## src/rtl/digit_entry_if.sv

```systemverilog
// digit_entry_if: button inputs and edited/converted outputs of the digit entry block.
//   btn_inc, btn_dec, btn_left, btn_right, btn_enter : raw asynchronous push buttons, active-high
//   digits      : four BCD digits, [3:0] thousands .. [15:12] units
//   cursor      : active-low digit select, 4'b1110 = thousands .. 4'b0111 = units
//   value       : binary value of the last committed digits (0..9999)
//   value_valid : one-cycle pulse when value updates
//   busy        : high while a conversion is in progress
// The master modport drives the buttons; the slave modport is the digit entry block.
interface digit_entry_if;
    logic        btn_inc;
    logic        btn_dec;
    logic        btn_left;
    logic        btn_right;
    logic        btn_enter;
    logic [15:0] digits;
    logic [3:0]  cursor;
    logic [13:0] value;
    logic        value_valid;
    logic        busy;

    modport master (
        output btn_inc, btn_dec, btn_left, btn_right, btn_enter,
        input  digits, cursor, value, value_valid, busy
    );

    modport slave (
        input  btn_inc, btn_dec, btn_left, btn_right, btn_enter,
        output digits, cursor, value, value_valid, busy
    );
endinterface

```

## src/rtl/digit_entry.sv

```systemverilog
// digit_entry: four-digit BCD editor with debounced buttons and BCD-to-binary conversion.
//   clk : system clock, all state changes on its rising edge
//   rst : synchronous active-high reset
//   bus : digit_entry_if slave (buttons in; digits, cursor, value, value_valid, busy out)
// Each button is synchronized, debounced over DEBOUNCE_CYCLES and turned into a rising-edge
// event. In idle, inc/dec edit the cursor digit and left/right move the cursor; enter
// snapshots the digits and converts them to binary over four cycles.
module digit_entry #(
    parameter int unsigned DEBOUNCE_CYCLES = 100000
) (
    input  logic         clk,
    input  logic         rst,
    digit_entry_if.slave bus
);
    localparam int NumBtn = 5;
    localparam int CntW = (DEBOUNCE_CYCLES > 1) ? $clog2(DEBOUNCE_CYCLES) : 1;
    localparam logic [CntW-1:0] CntLast = CntW'(DEBOUNCE_CYCLES - 1);

    // Button bit positions, lowest index = highest priority
    localparam int BtnEnter = 0;
    localparam int BtnInc   = 1;
    localparam int BtnDec   = 2;
    localparam int BtnLeft  = 3;
    localparam int BtnRight = 4;

    typedef enum logic [1:0] {StIdle, StConv, StDone} state_e;

    logic [NumBtn-1:0]           raw;
    logic [NumBtn-1:0]           sync1_q, sync2_q;
    logic [NumBtn-1:0]           stable_q, stable_d, stable_prev_q;
    logic [NumBtn-1:0][CntW-1:0] cnt_q, cnt_d;
    logic [NumBtn-1:0]           evt;

    state_e      state_q, state_d;
    logic [1:0]  step_q, step_d;
    logic [1:0]  pos_q, pos_d;
    logic [15:0] digits_q, digits_d;
    logic [15:0] snap_q, snap_d;
    logic [13:0] acc_q, acc_d;
    logic [13:0] value_q, value_d;
    logic        valid_q, valid_d;
    logic [3:0]  cur_digit, snap_digit;

    assign raw = {bus.btn_right, bus.btn_left, bus.btn_dec, bus.btn_inc, bus.btn_enter};

    // Debounce: a counter of consecutive mismatches; the stable value flips on the last one.
    always_comb begin
        stable_d = stable_q;
        cnt_d    = '0;
        for (int i = 0; i < NumBtn; i++) begin
            if (sync2_q[i] != stable_q[i]) begin
                if (cnt_q[i] == CntLast) begin
                    stable_d[i] = ~stable_q[i];
                end else begin
                    cnt_d[i] = cnt_q[i] + CntW'(1);
                end
            end
        end
    end

    assign evt = stable_q & ~stable_prev_q;

    always_ff @(posedge clk) begin
        if (rst) begin
            sync1_q       <= '0;
            sync2_q       <= '0;
            stable_q      <= '0;
            stable_prev_q <= '0;
            cnt_q         <= '0;
        end else begin
            sync1_q       <= raw;
            sync2_q       <= sync1_q;
            stable_q      <= stable_d;
            stable_prev_q <= stable_q;
            cnt_q         <= cnt_d;
        end
    end

    // Nibble 0 is thousands, so the cursor position doubles as the nibble index.
    assign cur_digit  = digits_q[{pos_q, 2'b00} +: 4];
    assign snap_digit = snap_q[{step_q, 2'b00} +: 4];

    always_comb begin
        state_d  = state_q;
        step_d   = step_q;
        pos_d    = pos_q;
        digits_d = digits_q;
        snap_d   = snap_q;
        acc_d    = acc_q;
        value_d  = value_q;
        valid_d  = 1'b0;
        unique case (state_q)
            StIdle: begin
                if (evt[BtnEnter]) begin
                    snap_d  = digits_q;
                    acc_d   = '0;
                    step_d  = 2'd0;
                    state_d = StConv;
                end else if (evt[BtnInc]) begin
                    digits_d[{pos_q, 2'b00} +: 4] = (cur_digit == 4'd9) ? 4'd0 : cur_digit + 4'd1;
                end else if (evt[BtnDec]) begin
                    digits_d[{pos_q, 2'b00} +: 4] = (cur_digit == 4'd0) ? 4'd9 : cur_digit - 4'd1;
                end else if (evt[BtnLeft]) begin
                    pos_d = pos_q - 2'd1;
                end else if (evt[BtnRight]) begin
                    pos_d = pos_q + 2'd1;
                end
            end
            StConv: begin
                acc_d  = acc_q * 14'd10 + {10'd0, snap_digit};
                step_d = step_q + 2'd1;
                if (step_q == 2'd3) begin
                    value_d = acc_d;
                    valid_d = 1'b1;
                    state_d = StDone;
                end
            end
            StDone: begin
                state_d = StIdle;
            end
            default: begin
                state_d = StIdle;
            end
        endcase
    end

    always_ff @(posedge clk) begin
        if (rst) begin
            state_q  <= StIdle;
            step_q   <= '0;
            pos_q    <= '0;
            digits_q <= '0;
            snap_q   <= '0;
            acc_q    <= '0;
            value_q  <= '0;
            valid_q  <= 1'b0;
        end else begin
            state_q  <= state_d;
            step_q   <= step_d;
            pos_q    <= pos_d;
            digits_q <= digits_d;
            snap_q   <= snap_d;
            acc_q    <= acc_d;
            value_q  <= value_d;
            valid_q  <= valid_d;
        end
    end

    assign bus.digits      = digits_q;
    assign bus.cursor      = ~(4'b0001 << pos_q);
    assign bus.value       = value_q;
    assign bus.value_valid = valid_q;
    assign bus.busy        = (state_q != StIdle);
endmodule
```

## src/flat_wrapper.sv

```systemverilog
// flat-port wrapper written by rule: the top's interface ports become plain ports
module digit_entry_flat 
#(
    parameter int unsigned DEBOUNCE_CYCLES = 100000
)
  (clk, rst, bus_btn_inc, bus_btn_dec, bus_btn_left, bus_btn_right, bus_btn_enter, bus_digits, bus_cursor, bus_value, bus_value_valid, bus_busy);
  digit_entry_if bus_i ();
  input  logic clk;
  input  logic rst;
  input wire logic [$bits(bus_i.btn_inc)-1:0] bus_btn_inc;
  input wire logic [$bits(bus_i.btn_dec)-1:0] bus_btn_dec;
  input wire logic [$bits(bus_i.btn_left)-1:0] bus_btn_left;
  input wire logic [$bits(bus_i.btn_right)-1:0] bus_btn_right;
  input wire logic [$bits(bus_i.btn_enter)-1:0] bus_btn_enter;
  output wire logic [$bits(bus_i.digits)-1:0] bus_digits;
  output wire logic [$bits(bus_i.cursor)-1:0] bus_cursor;
  output wire logic [$bits(bus_i.value)-1:0] bus_value;
  output wire logic [$bits(bus_i.value_valid)-1:0] bus_value_valid;
  output wire logic [$bits(bus_i.busy)-1:0] bus_busy;
  assign bus_i.btn_inc = bus_btn_inc;
  assign bus_i.btn_dec = bus_btn_dec;
  assign bus_i.btn_left = bus_btn_left;
  assign bus_i.btn_right = bus_btn_right;
  assign bus_i.btn_enter = bus_btn_enter;
  assign bus_digits = bus_i.digits;
  assign bus_cursor = bus_i.cursor;
  assign bus_value = bus_i.value;
  assign bus_value_valid = bus_i.value_valid;
  assign bus_busy = bus_i.busy;
  digit_entry #(.DEBOUNCE_CYCLES(DEBOUNCE_CYCLES)) u_core (.clk(clk), .rst(rst), .bus(bus_i));
endmodule
```

## config.mk

```make
export PLATFORM = sky130hd
export DESIGN_NAME = digit_entry_flat
export DESIGN_NICKNAME = d
export VERILOG_FILES = /design/src/rtl/digit_entry_if.sv /design/src/rtl/digit_entry.sv /design/src/flat_wrapper.sv
export SDC_FILE = /design/constraint.sdc
export NUM_CORES = 1
export LEC_CHECK = 0
export ABC_AREA = 1
export BUFFER_PORTS_ARGS = -buffer_cell sky130_fd_sc_hd__buf_2
export CAP_MARGIN = 20
export CORE_UTILIZATION = 56
export CTS_CLUSTER_DIAMETER = 60
export DETAILED_ROUTE_END_ITERATION = 8
export PLACE_DENSITY = 0.77
export SYNTH_ARGS = -nofsm -noshare
export SYNTH_HDL_FRONTEND = slang
export SYNTH_SLANG_ARGS = --single-unit
```

## constraint.sdc

```tcl
create_clock -name clk -period 2.5 [get_ports clk]
set_input_delay 0.25 -clock clk [delete_from_list [all_inputs] [get_ports clk]]
set_output_delay 0.25 -clock clk [all_outputs]
set_load 0.03 [all_outputs]
```

; Word level (Yosys, flattened, before mapping)
; Index checks and enable logic that the tools add are counted.
[classes]
n_addsub = 12
multipliers = 1
eq_ne = 15
shifts = 6
mux = 16
n_bitwise = 17
reduce_logical = 23
[ops]
columns = op, n
row1 = 17-bit by 1-bit adder with 17-bit output (second input constant), 5
row2 = 17-bit equality test (second input constant), 5
row3 = 16-bit bitwise mux, 2
row4 = 16-bit 2-to-1 mux, 2
row5 = 16-bit by 5-bit variable part select with 4-bit output, 2
row6 = 4-bit by 6-bit variable part select with 16-bit output, 2
row7 = 14-bit one-hot mux with 2 select lines, 1
row8 = 2-bit AND reduction, 9
row9 = 4-bit by 6-bit variable shift with 16-bit output (first input constant), 1
row10 = 3-bit OR reduction, 5
row11 = 14-bit by 4-bit adder with 14-bit output, 1
row12 = 14-bit by 3-bit multiplier with 13-bit output (second input constant), 1
row13 = 14-bit 2-to-1 mux, 1
row14 = 1-bit NOT, 14
row15 = 2-bit 2-to-1 mux, 5
row16 = 4-bit 2-to-1 mux, 2
row17 = 2-bit one-hot mux with 2 select lines, 2
row18 = 2-bit nonzero test, 4
row19 = 4-bit negator with 6-bit output, 1
row20 = 5-bit bitwise AND, 1
row21 = 1-bit != test, 5
row22 = 5-bit NOT, 1
row23 = 5-bit AND reduction, 1
row24 = 2-bit by 1-bit adder with 2-bit output (second input constant), 2
row25 = other kinds (14), 15
[word_totals]
regBits = 172
input_bits = 7
wordCells = 111

; Longest topological paths before layout
; Gate-level depths: netlist (run 1).
[depth]
ltp_word = 7
depth_mapped = 17
ltp_nobuf = 17

; Least setup slack after synthesis (run 1)
; Ideal clock, no wire load.
[synth_timing]
kind = reg2reg
startpoint = register u_core.step_q[0]
endpoint = register u_core.value_q[13] (netlist: u_core.bus.value[13])
t_arrival_ns = 2.397
path_slack_ns = -0.005
stages_incl_launch_ff = 16
path_buffers = 1
synth_period_minus_slack_ns = 2.505
cell_sequence = dfxtp_1 -> clkbuf_1 -> clkinv_1 -> o21ai_0 -> o22ai_1 -> ha_1 -> nand2_1 -> a21oi_1 -> nor3b_2 -> nand3_1 -> nor2_1 -> nand3_1 -> nand2_1 -> nand3_1 -> nand2_1 -> inv_1
[synth_via]
elab_chain_len = 2
[synth_rtl]
columns = element, line_no
row1 = "start, declared", digit_entry.sv:35  ; logic [1:0] step_q, step_d;
row2 = "start signal, assigned", digit_entry.sv:139  ; step_q <= step_d;
row3 = 16-bit by 5-bit variable part select with 4-bit output / 2-bit equality test (equally long branches), "digit_entry.sv:81, digit_entry.sv:112"
row4 = 14-bit by 4-bit adder with 14-bit output / 2-bit AND reduction (equally long branches), --
row5 = "end signal, assigned", digit_entry.sv:144  ; value_q <= value_d;
row6 = "end, declared", digit_entry.sv:40  ; logic [13:0] value_q, value_d;
; Parallel ways exist; a longest one is shown, timed or not.
; A chain may end at the register's enable or synchronous reset.

; Final worst setup path (run 1)
[layout_timing]
startpoint = register u_core.acc_q[3]
endpoint = register u_core.value_q[12] (netlist: u_core.bus.value[12])
[layout_via]
elab_chain_len = 2
[layout_rtl]
columns = element, line_no
row1 = "start, declared", digit_entry.sv:39  ; logic [13:0] acc_q, acc_d;
row2 = "start signal, assigned", digit_entry.sv:134  ; acc_q <= '0;
row3 = "start signal, assigned", digit_entry.sv:143  ; acc_q <= acc_d;
row4 = 14-bit by 3-bit multiplier with 13-bit output, digit_entry.sv:110  ; acc_d = acc_q * 14'd10 + {10'd0, snap_digit};
row5 = 14-bit by 4-bit adder with 14-bit output, digit_entry.sv:110
; Every way passes these cells.

==> metrics.md, run 1 <==
| Metric | Value |
|---|---|
| Yosys reg bits | 171 |
| DRC | 2 |
| First-pass iteration count of the detailed router | 9 |
| Die area | 15600 um2 |
| CP cell instances | ha_4, ha_4, inv_2, fa_1, nor2_2, nand3_2, a21oi_2, nand2_2, nor2_4, nand3_2, nand2_1, nand2_1, o21bai_1, inv_1 |
| Sink Count | 171 |
| Row count | 44 |
| Area contributors post-synth | dfxtp_1 (40%), nand2_1 (11%), inv_1 (7.5%), nor2_1 (6.8%), ha_1 (5.6%) |
| Final antenna-violating net count | 0 |
| Vias per cell | 5.17 |
| Core area | 14600 um2 |
| Fmax achieved | 403 MHz |
| Starting Density | 57.9% |
| RePlAce Congestion | 0.868 |
| Seq/Total Area, Yosys | 40.4% |
| Global Route met1 Usage | 30.7% |
| Count of cell types in the netlist | 41 |
| Hold buffer count at CTS | 0 |
| GRT met3 Usage | 4.92% |
| Most common cell after layout, fill and taps aside | nand2_1 |
| Worst hold slack | 0.0177 ns |
| Crit share post-route | 99.3% |
| Hpwl dp | 12.8 mm |
| First-pass GRT wire length | 30.4 mm |
| Final Skew | 0.00913 ns |
| Total track usage | 23.5% |
| Largest net degree at the start of global routing | 32 |
| Initial antenna violation count | 0 |
| Status | finished, violations left |
| Startpoint types | flip-flop |
| Max FO, Critical Path | 3 |
| P&R area growth vs syn | 13.8% |
| Die H | 125 um |
| Ratio of cells with drive above 1 in the final layout | 13.0% |
| Dpl cells | 1420 |
| Worst Setup End Kind | flip-flop |
| CTS tree | built |
| Deepest clock path buffer count | 2 |
| FF-to-FF path depth | 14 |
| Top-Level Pins | 43 |
| Final #Nets | 1304 |
| Routed Wire Length | 17.8 mm |
| Most frequent cells in the layout | nand2_1 (246), inv_1 (167), dfxtp_1 (165) |
| CTS H-tree depth | 4 |
| Synth Cell Area | 8480 um2 |
| Min-delay worst type | primary input to flip-flop |
| Hold Path Cell Cnt | 3 |
| DR WL/cell | 12.2 um |
| Worst-margin pin slew | 0.694 ns |
| Synthesized area per cell | 7.10 um2 |
| Max Cap Viol | 0 |
| Vias in the first global route | 6782 |
| Syn nets | 1241 |
| Critical Path Max Stage Delay | 0.48 ns |
| Final hold viol count | 0 |
| RSZ-0062 raised after global routing | true |
| Syn Inst Count | 1194 |
| Yosys Warn Count | 0 |
| Critical Path RT | 2.82 ns |
| Number of buffers added on ports | 42 |
| Layout Cells excl Fill | 1454 |
| Failing checks | DRC |
| Chip Width | 125 um |
| Clock Pin Slew Worst Setup and Hold Paths | 0.07 ns |
| DR iter-0 viols | 629 |
| Ant diodes | 0 |
| Max-slew violation count | 0 |
| Post-route minimum period | 2.48 ns |
| Area leader, netlist | dfxtp_1 |
| Met2 usage | 39.1% |
| Worst-skew pair later-pin latency | 0.43 ns |
| Pwr dens | 542 nW/um2 |
| Kind of critical path | flip-flop to flip-flop |
| Proportion of netlist area held by the largest area contributor | 40.4% |
| Grt ovf | 0 |
| Critical path's slowest cell | fa_1 |
| CTS Buf Count | 17 |
| Leakage | 4.00 nW |
| Clock Tree Root | clkbuf_16 |
| Slew headroom | 53.5% |
| Most used routing layer | met2 |
| Via count | 7520 |
| CP arrival | 2.80 ns |
| VDD IR max | 0.000564 V |
| Setup violations, final | 0 |
[synthesized netlist by cell type, drive strengths merged]
library cell,n
nand2,250
inv,174
dfxtp,171
nor2,163
a21oi,86
nand3,80
o21ai,56
nor3,41
ha,38
nand4,24
xor2,19
clkbuf,14
nor4,14
or2,10
nor3b,9
buf,8
o21a,8
a211oi,5
o211ai,4
and3,3
o21bai,3
o22ai,3
xnor2,3
a31oi,2
clkinv,2
fa,2
a21o,1
nand3b,1
[per-layer routing]
metal / vias to the layer above / share of wire (%) / wire length, um
met5: - / 0 / 0
met4: 0 / 1.1 / 187
met3: 20 / 3.5 / 616
met2: 132 / 47 / 8440
met1: 3374 / 48 / 8560
li1: 3994 / - / -
[final cells by class]
class / instances / area (um2)
Fill cell: 1248 / 4990
Inverter: 176 / 662
Clock buffer: 21 / 460
Clock inverter: 11 / 86.3
Timing Repair Buffer: 66 / 390
Multi-Input combinational cell: 825 / 4390
Sequential cell: 171 / 3430
Tap cell: 184 / 230
[power breakdown]
group	internal [mW]	leakage [nW]	switching [mW]
Combinational	0.0199	2.35	0.0521
Clock	1.34	0.270	1.09
Sequential	2.73	1.38	0.00488
Total	4.09	4.00	1.14
[metrics by stage]
stage                     setup TNS, ns  instance area (um2)  power (mW)  worst slack (ns)  utilization [%]
after floorplan                       0                 8480        2.85            0.0237                -
final                                 0                 9650        5.23            0.0172             65.9
after detailed placement        -0.0823                 8970        2.87           -0.0397             61.3
after global placement                0                 8970        2.87            0.0300             61.3
after global routing             -0.453                 9650        5.42            -0.109             65.9
after CTS                             0                 9520        5.28           0.00348             65.0
[critical path: cells and delay by family (launching register included)]
kind	cells	cell delay (ns)
adders and majority gates	3	0.88
and+or+nand+nor	7	0.73
AOI/OAI and AO/OA	2	0.36
DFF	1	0.34
buffers and inverters	2	0.08
[cells by family (layout without fill, tap and decap cells)]
family          after synthesis  after routing  synth area share [%]
compound gates              168            168                  10.8
xor+xnor                     22             22                  2.27
fa+ha+maj                    40             40                  6.08
buf+inv                     198            274                  9.18
flops                       171            171                  40.4
simple gates                595            595                  31.3
[flip-flops by register name (all words and copies together), names as in the netlist, 5 cells and up]
| signal | cells |
|---|---|
| u_core.cnt_q | 85 |
| u_core.bus.digits | 16 |
| u_core.snap_q | 16 |
| u_core.bus.value | 14 |
| u_core.acc_q | 13 |
| u_core.stable_prev_q | 5 |
| u_core.stable_q | 5 |
| u_core.sync1_q | 5 |
| u_core.sync2_q | 5 |
[worst paths after layout]
kind                     endpoint         startpoint  slack, ns
max reg2reg  u_core.bus.value[12]    u_core.acc_q[3]       0.02
min             u_core.sync1_q[2]        bus_btn_dec       0.02
min reg2reg     u_core.sync2_q[4]  u_core.sync1_q[4]       0.40
max          u_core.bus.value[12]    u_core.acc_q[3]       0.02
[repair_timing]
action,in CTS,in global routing
cloned,0,0
setup buffers,0,2
resized for setup,2,33
pin swaps,0,12
endpoints found under the setup margin,6,10
Power figures use the tool's default switching activity.
==> run 2: changes to the inputs <==
--- a/config.mk
+++ b/config.mk
@@ -11,2 +11,3 @@
 export CORE_UTILIZATION = 56
+export CTS_BUF_LIST = sky130_fd_sc_hd__clkbuf_8 sky130_fd_sc_hd__clkbuf_16
 export CTS_CLUSTER_DIAMETER = 60
==> constraint.sdc (replaced) <==
create_clock -name clk -period 2.5 [get_ports clk]
set_input_delay 0.375 -clock clk [delete_from_list [all_inputs] [get_ports clk]]
set_output_delay 0.375 -clock clk [all_outputs]
set_load 0.03 [all_outputs]
==> run 2 against run 1 <==
The flow now finishes without violations. Combinational power fell by 1%. Global-route usage is 0.056 points higher. First-iteration DRC count fell by 12%. Worst setup slack got worse by 0.014 ns. Clock power rose by 15%. Final area up 1.1%. Non-clock buffer count is 4 higher. Clock skew about the same. Critical path type unchanged.
==> metrics.md, run 2 (synthesized netlist as in run 1, its figures left out) <==
| Metric | Value |
|---|---|
| Top reg by flops | u_core.cnt_q |
| Post-layout total power | 5.59 mW (+6.8%) |
| Reg2reg setup slack | 0.003 ns (about the same) |
| Chip Width | 125 um (unchanged) |
| Layout Cells excl Fill | 1458 (+0.28%) |
| Startpoint types | flip-flop |
| Starting Density | 57.9% (unchanged) |
| Status | finished, final reports clean |
| Reg2Reg Launch Point | u_core.acc_q[3] |
| Largest net degree at the start of global routing | 32 (unchanged) |
| CTS tree | built |
| Top-Level Pins | 43 (unchanged) |
| Hpwl dp | 13.0 mm (+1.7%) |
| CTS Buf Count | 17 (unchanged) |
| Row count | 44 (unchanged) |
| DR WL/cell | 12.7 um (+3.9%) |
| Vias in the first global route | 6938 (+2.3%) |
| Most common cell after layout, fill and taps aside | nand2_1 |
| Sink Count | 171 (unchanged) |
| Worst-skew pair later-pin latency | 0.43 ns (about the same) |
| FF-to-FF path depth | 14 (unchanged) |
| Via count | 7660 (+1.9%) |
| Max Cap Viol | 0 (unchanged) |
| Max FO, Critical Path | 3 (unchanged) |
| Hold buffer count at CTS | 0 (unchanged) |
| Most frequent cells in the layout | nand2_1 (243), inv_1 (167), dfxtp_1 (165) |
| Total track usage | 23.5% (+0.056 points) |
| Number of buffers added on ports | 42 (unchanged) |
| RePlAce Congestion | 0.861 (-0.86%) |
| Ant diodes | 0 (unchanged) |
| Clock Pin Slew Worst Setup and Hold Paths | 0.07 ns (about the same) |
| CP arrival | 2.87 ns (+0.07 ns) |
| Final antenna-violating net count | 0 (unchanged) |
| Ratio of cells with drive above 1 in the final layout | 13.5% (+0.51 points) |
| DRC | 0 (-2) |
| Worst Setup End Kind | flip-flop |
| Critical Path RT | 2.87 ns (+0.05 ns) |
| P&R area growth vs syn | 15.1% |
| Vias per cell | 5.25 (+1.6%) |
| First-pass GRT wire length | 30.4 mm (about the same) |
| Dpl cells | 1420 (unchanged) |
| Setup violations, final | 0 (unchanged) |
| Max FFs per register | 85 (unchanged) |
| DR iter-0 viols | 552 (-12%) |
| Slew headroom | 61.2% (+7.6 points) |
| Clock Tree Root | clkbuf_16 |
| Hold path endpoint | u_core.sync1_q[1] |
| Post-route minimum period | 2.50 ns (+0.0144 ns) |
| Die area | 15600 um2 (unchanged) |
| Routed Wire Length | 18.5 mm (+4.1%) |
| First-pass iteration count of the detailed router | 7 (-2) |
| Final #Nets | 1308 (+0.31%) |
| Pwr dens | 572 nW/um2 (+5.6%) |
| Worst-margin pin slew | 0.580 ns (-0.114 ns) |
| Die H | 125 um (unchanged) |
| Initial antenna violation count | 0 (unchanged) |
| Min-delay worst type | primary input to flip-flop |
| CTS H-tree depth | 4 (unchanged) |
| HP Start | bus_btn_inc |
| Final Skew | 0.00916 ns (+0.0000313 ns) |
| Final hold viol count | 0 (unchanged) |
| Grt ovf | 0 (unchanged) |
| Hold Path Cell Cnt | 3 (unchanged) |
| Kind of critical path | flip-flop to flip-flop |
| Deepest clock path buffer count | 2 (unchanged) |
| VDD IR max | 0.000703 V (+25%) |
| Crit share post-route | 99.9% (+0.58 points) |
| Max-slew violation count | 0 (unchanged) |
| RSZ-0062 raised after global routing | true |
| Reg-to-reg endpoint | u_core.bus.value[10] |
| Core area | 14600 um2 (unchanged) |
| Fmax achieved | 400 MHz (-0.58%) |
| Leakage | 4.06 nW (+1.6%) |
==> run 2: changes by cell type in the layout (fill, tap and decap cells not counted), moves of 3 or more <==
cell and delta:
nand2_2 +3, buf_4 +3, nand2_1 -3, inv_6 +3
bufinv_16 +3
==> run 2: timing repair <==
action | 4_1_cts | 5_1_grt
gates cloned | 0 | 0
pin swaps | 5 | 17
gates resized for setup | 12 | 31
setup endpoints to repair | 10 | 10
buffers inserted | 0 | 6
==> run 2: stage by stage <==
stage	worst slack [ns]	hold slack [ns]	util (%)	instance area (um2)	setup TNS, ns
2_1_floorplan	0.0237	0.388	-	8480	0
4_1_cts	0.0310	0.138	65.8	9630	0
6_report	0.00282	0.150	66.7	9760	0
3_5_place_dp	-0.107	0.392	61.3	8970	-0.508
5_1_grt	-0.121	0.150	66.7	9760	-0.422
3_3_place_gp	0.00806	0.393	61.3	8970	0
==> run 2: worst max path at each step <==
stage	from	to	cells past startpoint
6_report	u_core.acc_q[3]	u_core.bus.value[10]	14
3_5_place_dp	u_core.step_q[0]	u_core.bus.value[13]	14
3_3_place_gp	u_core.step_q[0]	u_core.bus.value[13]	14
5_1_grt	u_core.acc_q[2]	u_core.bus.value[10]	13
4_1_cts	u_core.acc_q[1]	u_core.acc_q[8]	11
2_1_floorplan	u_core.acc_q[1]	u_core.acc_q[10]	13
==> run 2: routing by layer <==
| layer | vias up | routed length (um) | GRT usage, % |
|---|---|---|---|
| met3 | 28 | 747 | 4.84 |
| met5 | - | 0 | 0 |
| met1 | 3469 | 8710 | 29.5 |
| met4 | 0 | 271 | 7.60 |
| met2 | 174 | 8820 | 40.4 |
| li1 | 3989 | - | - |
==> run 2: report_power, final <==
group          switching [mW]  total [mW]  internal (mW)  leakage [nW]
Clock                    1.15        2.78           1.63         0.309
Combinational          0.0512      0.0711         0.0200          2.37
Sequential            0.00475        2.74           2.73          1.38
Total                    1.21        5.59           4.38          4.06
==> run 2: critical path, stage by stage, from the launching register on <==
cell and delay, ns:
dfxtp_2 0.34, ha_4 0.27, ha_4 0.12, inv_2 0.04
fa_1 0.47, nor2_2 0.19, nand3_2 0.12, a21oi_2 0.17
nand2_2 0.10, nor2_4 0.12, nand2_2 0.06, xor2_1 0.20
buf_4 0.15, nand2_2 0.03, nand2_1 0.06
==> run 2: cell type report <==
| type | count | area [um2] |
|---|---|---|
| clock buffer | 18 | 439 |
| clock inverter | 14 | 184 |
| fill | 1210 | 4880 |
| inverter | 176 | 666 |
| multi-input combinational | 825 | 4380 |
| sequential | 171 | 3430 |
| tap | 184 | 230 |
| timing repair buffer | 70 | 424 |
==> run 3: changes to the inputs <==
Settings changed: CORE_MARGIN from default to 4.
==> run 3 against run 2 <==
Clock-buffer cell count increased by 1. Die area increased by 9.8%. Sequential share of layout area increased by 0.15 points. Clock power about the same. Total power decreased by 0.49%. Via count decreased by 0.42%. Critical endpoint is now u_core.acc_q[10]. Register-to-register slack improved by 0.03 ns. Critical path type unchanged. Critical path depth decreased by 1.
==> metrics.md, run 3 (synthesized netlist as in run 1, its figures left out) <==
| Metric | Value |
|---|---|
| Reg2Reg Launch Point | u_core.acc_q[1] |
| Layout Utilization | 66.1% (-0.54 points) |
| Ant diodes | 0 (unchanged) |
| Status | finished, final reports clean |
| Final hold viol count | 0 (unchanged) |
| Routed Wire Length | 18.3 mm (-1.1%) |
| Final #Nets | 1303 (-0.38%) |
| First-pass GRT wire length | 30.7 mm (+1.2%) |
| Kind of critical path | flip-flop to flip-flop |
| CTS tree | built |
| P&R area growth vs syn | 14.6% |
| Top-Level Pins | 43 (unchanged) |
| Most frequent cells in the layout | nand2_1 (246), inv_1 (168), dfxtp_1 (165) |
| Most common cell after layout, fill and taps aside | nand2_1 |
| Worst hold slack | 0.144 ns (-0.00600 ns) |
| Hpwl dp | 13.0 mm (about the same) |
| Via count | 7628 (-0.42%) |
| Post-layout total power | 5.56 mW (-0.49%) |
| Row count | 44 (unchanged) |
| Pwr dens | 572 nW/um2 (about the same) |
| Cell area after layout | 9720 um2 (-0.44%) |
| Critical Path RT | 2.87 ns (about the same) |
| CP arrival | 2.83 ns (-0.04 ns) |
| Max Cap Viol | 0 (unchanged) |
| Worst-margin pin slew | 0.685 ns (+0.105 ns) |
| Post-route minimum period | 2.47 ns (-0.0292 ns) |
| FILL cells | 1254 (+3.6%) |
| Largest net degree at the start of global routing | 32 (unchanged) |
| RSZ-0062 raised after global routing | true |
| Deepest clock path buffer count | 2 (unchanged) |
| Top reg by flops | u_core.cnt_q |
| Multi-input logic area | 4390 um2 (+0.20%) |
| Chip Width | 131 um (+4.8%) |
| Starting Density | 57.7% (-0.22 points) |
| Die H | 131 um (+4.8%) |
| Grt ovf | 0 (unchanged) |
| Vias per cell | 5.25 (about the same) |
| Sink Count | 171 (unchanged) |
| DR iter-0 viols | 558 (+1.1%) |
| RePlAce Congestion | 0.834 (-3.1%) |
| Startpoint types | flip-flop |
| Core area | 14700 um2 (+0.38%) |
| Total track usage | 21.9% (-1.6 points) |
| CTS H-tree depth | 4 (unchanged) |
| Fmax achieved | 405 MHz (+1.2%) |
| CTS Buf Count | 17 (unchanged) |
| Crit share post-route | 98.7% (-1.2 points) |
| Final Skew | 0.00939 ns (+0.000235 ns) |
| Max FFs per register | 85 (unchanged) |
| Number of buffers added on ports | 42 (unchanged) |
| Register area | 3430 um2 (unchanged) |
| Final setup TNS | 0 ns (unchanged) |
| Vias in the first global route | 6967 (+0.42%) |
| HP Start | bus_btn_right |
| DRC | 0 (unchanged) |
| Slew headroom | 54.1% (-7.1 points) |
| Max-slew violation count | 0 (unchanged) |
| First-pass iteration count of the detailed router | 6 (-1) |
| Initial antenna violation count | 0 (unchanged) |
| DR WL/cell | 12.6 um (-0.73%) |
| Leakage | 4.03 nW (-0.88%) |
| Max FO, Critical Path | 3 (unchanged) |
| Clock Pin Slew Worst Setup and Hold Paths | 0.06 ns (about the same) |
| Critical path startpoint | u_core.acc_q[1] |
| Min-delay worst type | primary input to flip-flop |
| Worst Setup End Kind | flip-flop |
| VDD IR max | 0.000518 V (-26%) |
| Hold buffer count at CTS | 0 (unchanged) |
| Final antenna-violating net count | 0 (unchanged) |
| Setup violations, final | 0 (unchanged) |
| Ratio of cells with drive above 1 in the final layout | 12.8% (-0.73 points) |
| Post-DP Area | 8960 um2 (about the same) |
| Worst-skew pair later-pin latency | 0.43 ns (about the same) |
| Clock Tree Root | clkbuf_16 |
| Die area | 17200 um2 (+9.8%) |
==> run 3: cell types whose count changed in the layout (fill, tap and decap cells not counted), moves of 2 or more <==
cell        delta
nand2_1        +3
clkinv_4       -2
buf_4          -4
inv_8          -2
nand2_2        -3
clkinvlp_4     +2
o21ai_0        +2
clkinv_2       +2
==> run 3: power by group <==
part	switching (mW)	internal (mW)	leakage [nW]
Sequential	0.00460	2.73	1.38
Combinational	0.0523	0.0211	2.35
Clock	1.11	1.63	0.301
Total	1.17	4.39	4.03
==> run 3: worst paths after layout <==
check	slack (ns)	end	cells past startpoint
setup / recovery	0.03	u_core.acc_q[10]	13
hold / removal	0.14	u_core.sync1_q[4]	3
setup reg to reg	0.03	u_core.acc_q[10]	13
hold reg to reg	0.41	u_core.sync2_q[1]	2
==> run 3: critical path, stage by stage, from the launching register on <==
cell and delay, ns:
dfxtp_2 0.34, ha_4 0.27, ha_4 0.13, inv_2 0.04
fa_1 0.48, nor2_2 0.13, nand3_2 0.10, a21oi_2 0.19
nand2_2 0.11, nor2_4 0.16, nand2_2 0.06, xor2_1 0.17
nand2_1 0.09, a21oi_2 0.13
==> run 3: area by class of cell <==
| type | count | share of cell area [%] |
|---|---|---|
| multi-input combinational | 825 | 45.2 |
| clock buffer | 19 | 4.66 |
| clock inverter | 13 | 1.69 |
| inverter | 176 | 6.81 |
| timing repair buffer | 65 | 3.94 |
| sequential | 171 | 35.3 |
| tap | 184 | 2.37 |
==> run 3: routing by layer <==
metal	GRT usage, %	vias to the layer above	routed length [um]
li1	-	3991	-
met1	28.5	3454	8640
met2	37.2	159	8720
met3	4.78	24	717
met4	5.38	0	267
met5	0	-	0
==> run 3: repair_timing <==
action / CTS / global route
gates cloned: 0 / 0
endpoints found under the setup margin: 5 / 10
pin swaps: 0 / 11
resized for setup: 4 / 28
setup buffers: 0 / 2
==> run 3: through the flow <==
| step | worst slack [ns] | cells |
|---|---|---|
| final | 0.0320 | 1453 |
| after global routing | -0.124 | 1453 |
| after CTS | 0.0187 | 1451 |
| after detailed placement | -0.0683 | 1419 |
| after global placement | 0.0317 | 1419 |
| after floorplan | 0.0237 | 1194 |
